--- src/rtl/pipe_sink_fifo.sv ---
// Final buffer behind the last pipeline stage: valid/allowin on the input side,
// valid/ready on the output side, DEPTH-entry circular storage in between.
module pipe_sink_fifo #(
    parameter int WIDTH = 100,
    parameter int DEPTH = 4
) (
    input  logic                         clk,
    input  logic                         rst,
    input  logic                         in_valid,
    input  logic [WIDTH-1:0]             in_data,
    output logic                         in_allowin,
    input  logic                         flush,
    output logic                         out_valid,
    output logic [WIDTH-1:0]             out_data,
    input  logic                         out_ready,
    output logic [$clog2(DEPTH+1)-1:0]   count
);

    localparam int PW = $clog2(DEPTH);
    localparam int CW = $clog2(DEPTH+1);

    logic [PW-1:0]    wr_ptr_reg, wr_ptr_next;
    logic [PW-1:0]    rd_ptr_reg, rd_ptr_next;
    logic [CW-1:0]    count_reg, count_next;
    logic [WIDTH-1:0] mem [DEPTH];
    logic [DEPTH-1:0] wr_en;
    logic             push;
    logic             pop;

    // Allowin is derived from registered count only, so out_ready never
    // reaches upstream combinationally; a full FIFO refuses even while popping.
    assign in_allowin = (count_reg != CW'(DEPTH));
    assign out_valid  = (count_reg != '0);
    assign out_data   = mem[rd_ptr_reg];
    assign count      = count_reg;

    assign push = in_valid & in_allowin;
    assign pop  = out_valid & out_ready;

    always_comb begin
        wr_ptr_next = wr_ptr_reg;
        rd_ptr_next = rd_ptr_reg;
        count_next  = count_reg;
        if (flush) begin
            wr_ptr_next = '0;
            rd_ptr_next = '0;
            count_next  = '0;
        end else begin
            // DEPTH is a power of two, so the natural pointer overflow is the wrap.
            if (push) begin
                wr_ptr_next = wr_ptr_reg + PW'(1);
            end
            if (pop) begin
                rd_ptr_next = rd_ptr_reg + PW'(1);
            end
            if (push && !pop) begin
                count_next = count_reg + CW'(1);
            end else if (pop && !push) begin
                count_next = count_reg - CW'(1);
            end
        end
    end

    always_ff @(posedge clk or posedge rst) begin
        if (rst) begin
            wr_ptr_reg <= '0;
            rd_ptr_reg <= '0;
            count_reg  <= '0;
        end else begin
            wr_ptr_reg <= wr_ptr_next;
            rd_ptr_reg <= rd_ptr_next;
            count_reg  <= count_next;
        end
    end

    // One-hot write enables; a flush cycle drops the offered entry.
    generate
        for (genvar gi = 0; gi < DEPTH; gi++) begin : g_wr_en
            assign wr_en[gi] = push && !flush && (wr_ptr_reg == PW'(gi));
        end
    endgenerate

    // Storage is cleared on reset so out_data reads zero while empty after reset.
    always_ff @(posedge clk or posedge rst) begin
        if (rst) begin
            for (int i = 0; i < DEPTH; i++) begin
                mem[i] <= '0;
            end
        end else begin
            for (int i = 0; i < DEPTH; i++) begin
                if (wr_en[i]) begin
                    mem[i] <= in_data;
                end
            end
        end
    end

endmodule
--- config.mk ---
export PLATFORM = sky130hd
export DESIGN_NAME = pipe_sink_fifo
export DESIGN_NICKNAME = d
export VERILOG_FILES = /design/src/rtl/pipe_sink_fifo.sv
export SDC_FILE = /design/constraint.sdc
export NUM_CORES = 1
export LEC_CHECK = 0
export CAP_MARGIN = 20
export CORE_UTILIZATION = 35
export CTS_CLUSTER_SIZE = 24
export DETAILED_ROUTE_END_ITERATION = 10
export PLACE_DENSITY = 0.53
export RECOVER_POWER = 50
export SLEW_MARGIN = 20
export SYNTH_ARGS = -nofsm -noshare
export SYNTH_HDL_FRONTEND = slang
export SYNTH_SLANG_ARGS = --single-unit
--- constraint.sdc ---
create_clock -name clk -period 12.92 [get_ports clk]
set_input_delay 1.292 -clock clk [delete_from_list [all_inputs] [get_ports clk]]
set_output_delay 1.292 -clock clk [all_outputs]
set_load 0.01 [all_outputs]
# Word level (Yosys, flattened, before mapping)
# Index checks and enable logic that the tools add are counted.
dict set report totals {
  regBits 407
  in_bits 105
  output_inout_bits 105
  elab_cells 44
}
dict set report op_classes {
  n_addsub 4
  magnitude_cmp 1
  n_eq_ne 4
  n_mux 10
  bitwise 3
  reduce_logical 15
}
# op n
set ops {}
lappend ops {{$bmux 100 s2} 1}
lappend ops {{$mux 100} 2}
lappend ops {{$mux 3} 3}
lappend ops {{$mux 2} 4}
lappend ops {{$logic_and 1x1->1} 7}
lappend ops {{$reduce_bool 3->1} 2}
lappend ops {{$add 2x1->2 const B} 2}
lappend ops {{$eq 2x2->1 const B} 2}
lappend ops {{$reduce_bool 2->1} 2}
lappend ops {{$add 3x1->3 const B} 1}
lappend ops {{$ge 3x3->1 const B} 1}
lappend ops {{$logic_not 1->1} 3}
lappend ops {{$ne 3x3->1 const B} 1}
lappend ops {{$not 2->3} 1}
lappend ops {{$sub 3x1->3 const B} 1}
lappend ops {{$and 1x1->1} 2}
lappend ops {{$eq 2x1->1 const B} 1}
lappend ops {{$logic_not 2->1} 1}

# Longest topological paths before layout
dict set report logic_depth {
  depth_word 7
  ltp_mapped 8
}

# Least setup slack after synthesis
# Ideal clock, no wire load.
dict set report synth_path {
  path_type {input port to flip-flop}
  start {input port out_ready}
  end {register count_reg[2], in the netlist count[2]}
  setup_ps 138
  arrival_ps 2658
  setup_slack_ps 10124
  stages 7
  cell_sequence {buf_2 > o21ai_0 > and3_2 > fa_1 > and3b_1 > a311oi_1 > a211oi_1}
}
dict set report synth_between {
  elab_chain_cells 5
}
# element line_no
set synth_lines {}
lappend synth_lines {{from (decl)} 15} ;# input logic out_ready,
lappend synth_lines {{$and 1x1->1 *} 38} ;# assign pop = out_valid & out_ready;
lappend synth_lines {{$logic_not 1->1} 56} ;# if (push && !pop) begin
lappend synth_lines {{$logic_and 1x1->1} 56}
lappend synth_lines {{$mux 3} 56}
lappend synth_lines {{$mux 3} 44} ;# if (flush) begin
lappend synth_lines {{to (signal assigned)} 72} ;# count_reg <= count_next;
lappend synth_lines {{to (decl)} 24} ;# logic [CW-1:0] count_reg, count_next;
# Every way passes the cells marked *; elsewhere a longest branch is shown, timed or not.
# A chain may end at the register's enable or synchronous reset.

# Final worst setup path
dict set report layout_path {
  start {register rd_ptr_reg[0]}
  end {output port out_data[96]}
}
dict set report layout_between {
  elab_chain_cells 4
}
# element line_no
set layout_lines {}
lappend layout_lines {{from (decl)} 23} ;# logic [PW-1:0] rd_ptr_reg, rd_ptr_next;
lappend layout_lines {{from (signal assigned)} 71} ;# rd_ptr_reg <= rd_ptr_next;
lappend layout_lines {{$not 2->3 (implied by the code)} 34} ;# assign out_data = mem[rd_ptr_reg];
lappend layout_lines {{$bmux 100 s2} 34}
lappend layout_lines {{$mux 100 (implied by the code) (2 in series)} 34}
lappend layout_lines {{to (decl)} 14} ;# output logic [WIDTH-1:0] out_data,
# No other way between the ends. The select of a mux whose other input is x is not followed.

==> results.json <==
{
  "rsz0062_at_grt": "no",
  "drv_slew": 310,
  "num_rows": 83,
  "max_freq_mhz": 134,
  "grt_pass1_vias": 11000,
  "muxShareOfSynthArea": 0.392,
  "fin_crit_sh": 0.577,
  "clock_latency_ns": 0.57,
  "synthArstFlopShare": 1.00,
  "violations": "max-capacitance violations, max-slew violations",
  "synth.net_count": 1138,
  "worstPathArrival_ns": 6.16,
  "leakagePower_nw": 9.49,
  "largest_register_ffs": 400,
  "hold_viol": 0,
  "synth-seq-cells": 407,
  "vias": 9727,
  "finClkSkew_ns": 0.0138,
  "period_minus_slack_ns": 7.45,
  "cts_hold_buf": 0,
  "grt_pass1_wl_um": 66300,
  "synth_top_area_share": 0.557,
  "ctsResizeCount": 0,
  "antenna_cells": 0,
  "syn2layout_area_growth_pct": 21.0,
  "synth_compound_area_frac": 0.00493,
  "worstSetupPathType": "register to output port",
  "relSlewSlack": -2.34,
  "dr.first_iter.drc_count": 349,
  "setup_ws_ns": 5.47,
  "synthSimpleGateAreaFrac": 0.00657,
  "first_pass_iters": 4,
  "place_congestion": 0.712,
  "synth_xor_area_frac": 0.000959,
  "yosys.area.top_type": "dfrtp_1",
  "via_per_inst": 5.01,
  "synth_area_sq_mm": 0.0183,
  "synth_top_family_by_area": "multiplexers",
  "synth_edf_count": 0,
  "endpoint_kind": "output port",
  "clock_path_buffers": 3,
  "grt_use_total": 0.161,
  "crit_path_start_kind": "register",
  "pre_cts_slack_ns": 8.15,
  "wl_per_cell_um": 21.1,
  "antenna_found_initial": 6,
  "min_path_type": "register to register",
  "final_area_sq_mm": 0.0221,
  "status": "finished, violations left",
  "place_area_sq_mm": 0.0208,
  "drive_above_1_share": 0.449,
  "yosysWarnings": 0,
  "io_pins": 210,
  "critical_path_peak_fanout": 42,
  "worst_pin_slew_ns": 4.98,
  "setup_tns_ns": 0,
  "cts.sinks": 407,
  "synth_fa_ha_area_frac": 0.00383,
  "synth_common_cells": "407 x dfrtp_1, 302 x mux2_2, 100 x mux2_4, 100 x mux4_2, 32 x buf_4",
  "cts_root_buffer": "clkbuf_16",
  "fin_total_pwr_mw": 5.13,
  "required_ns": 11.63,
  "core_area_sq_mm": 0.0514,
  "cts_tree": "yes",
  "post_cts_buffers": 0,
  "setup_viol": 0,
  "dieWidth_um": 231,
  "synth_area_leaders": "dfrtp_1 56%, mux2_2 19%, mux4_2 12%",
  "antenna_left": 0,
  "max_cap_viol_count": 6,
  "final_core_util": 0.430,
  "avgSynthCellArea_sq_um": 17.8,
  "synth_most_common_cell": "dfrtp_1",
  "grt_max_degree": 170,
  "seq_area_frac_synth": 0.557,
  "num-nets-final": 1339,
  "postSynthCellCount": 1028,
  "ir_drop_v": 0.000122,
  "numCtsBuffers": 47,
  "clkTransAtPathRegs_ns": 0.06,
  "dieArea_sq_mm": 0.0531,
  "grt-ovfl-total": 0,
  "p_per_area_mw_per_mm2": 232,
  "wl_um": 41000,
  "dp_hpwl_um": 23800,
  "initial_core_util": 0.356,
  "die_y_um": 231,
  "synthDistinctLibCells": 34,
  "htree_levels": 2,
  "portBuffers": 209,
  "synth_ff_type": "dfrtp_1",
  "drc": 0
}
## final cells by class
class                      count  area [sq um]
tap                          680           851
multi-input combinational    543          7380
clock buffer                  71          1390
sequential                   407         10200
timing repair buffer         222          2190
inverter                       8          31.3
clock inverter                11          82.6
fill                        4655         29300
## worst max-delay path, stage by stage (launching register included)
cell	delay, ns
dfrtp_1	1.15
clkbuf_1	2.25
buf_4	0.99
mux4_2	0.61
clkdlybuf4s50_1	0.52
## worst paths after layout
kind                            slack [ns]            to           from  cells after the start
worst max-delay path                  5.47  out_data[96]  rd_ptr_reg[0]                      4
worst min-delay path                  0.48      mem[100]       mem[100]                      1
worst max register to register        8.06      mem[220]       count[2]                      5
worst min register to register        0.48      mem[100]       mem[100]                      1
max in group asynchronous             5.98      mem[359]            rst                      3
min in group asynchronous             2.66       mem[33]            rst                      2
## placed cells by master, fill, tap and decap left out, types with 2 or more instances in the layout
master	netlist	routed
dfrtp_1	407	406
mux2_2	302	302
clkdlybuf4s50_1	0	203
mux4_2	100	100
mux2_4	100	79
clkbuf_16	0	49
mux2_1	0	21
clkbuf_1	4	17
nor2_1	9	9
clkinv_2	0	9
buf_4	32	9
clkbuf_8	1	8
inv_1	7	6
dlygate4sd3_1	0	6
nand3_1	5	4
ha_1	4	4
o21ai_0	3	3
xor2_1	2	2
a21oi_1	2	2
## cell families (layout without fill, tap and decap cells)
kind of cell,after synthesis,in the layout
AO/OA/AOI/OAI,13,13
XOR/XNOR,2,2
multiplexers,503,503
buffers and inverters,78,312
flip-flops,407,407
adder cells (fa/ha/maj),5,5
AND/OR/NAND/NOR,20,20
## per-layer routing
layer	wire, um	up-vias	track usage	share of wire
met5	59	-	0	0.0014
met4	745	10	0.0370	0.018
met3	2420	66	0.0471	0.059
met2	19100	172	0.255	0.46
met1	18700	5230	0.217	0.46
li1	-	4249	-	-
## where the power goes
part / leakage, nW / switching, mW / internal [mW]
clock: 0.727 / 0.517 / 0.756
sequential: 5.12 / 0.267 / 1.78
combinational: 3.64 / 0.628 / 1.19
## metrics by stage
stage               hold slack [ns]  cells
floorplan                     0.474   1028
global placement              0.481   1860
detailed placement            0.487   1860
CTS                           0.500   1942
global route                  0.502   1942
finish                        0.483   1942
No activity file was read; power rests on OpenSTA's default activity.
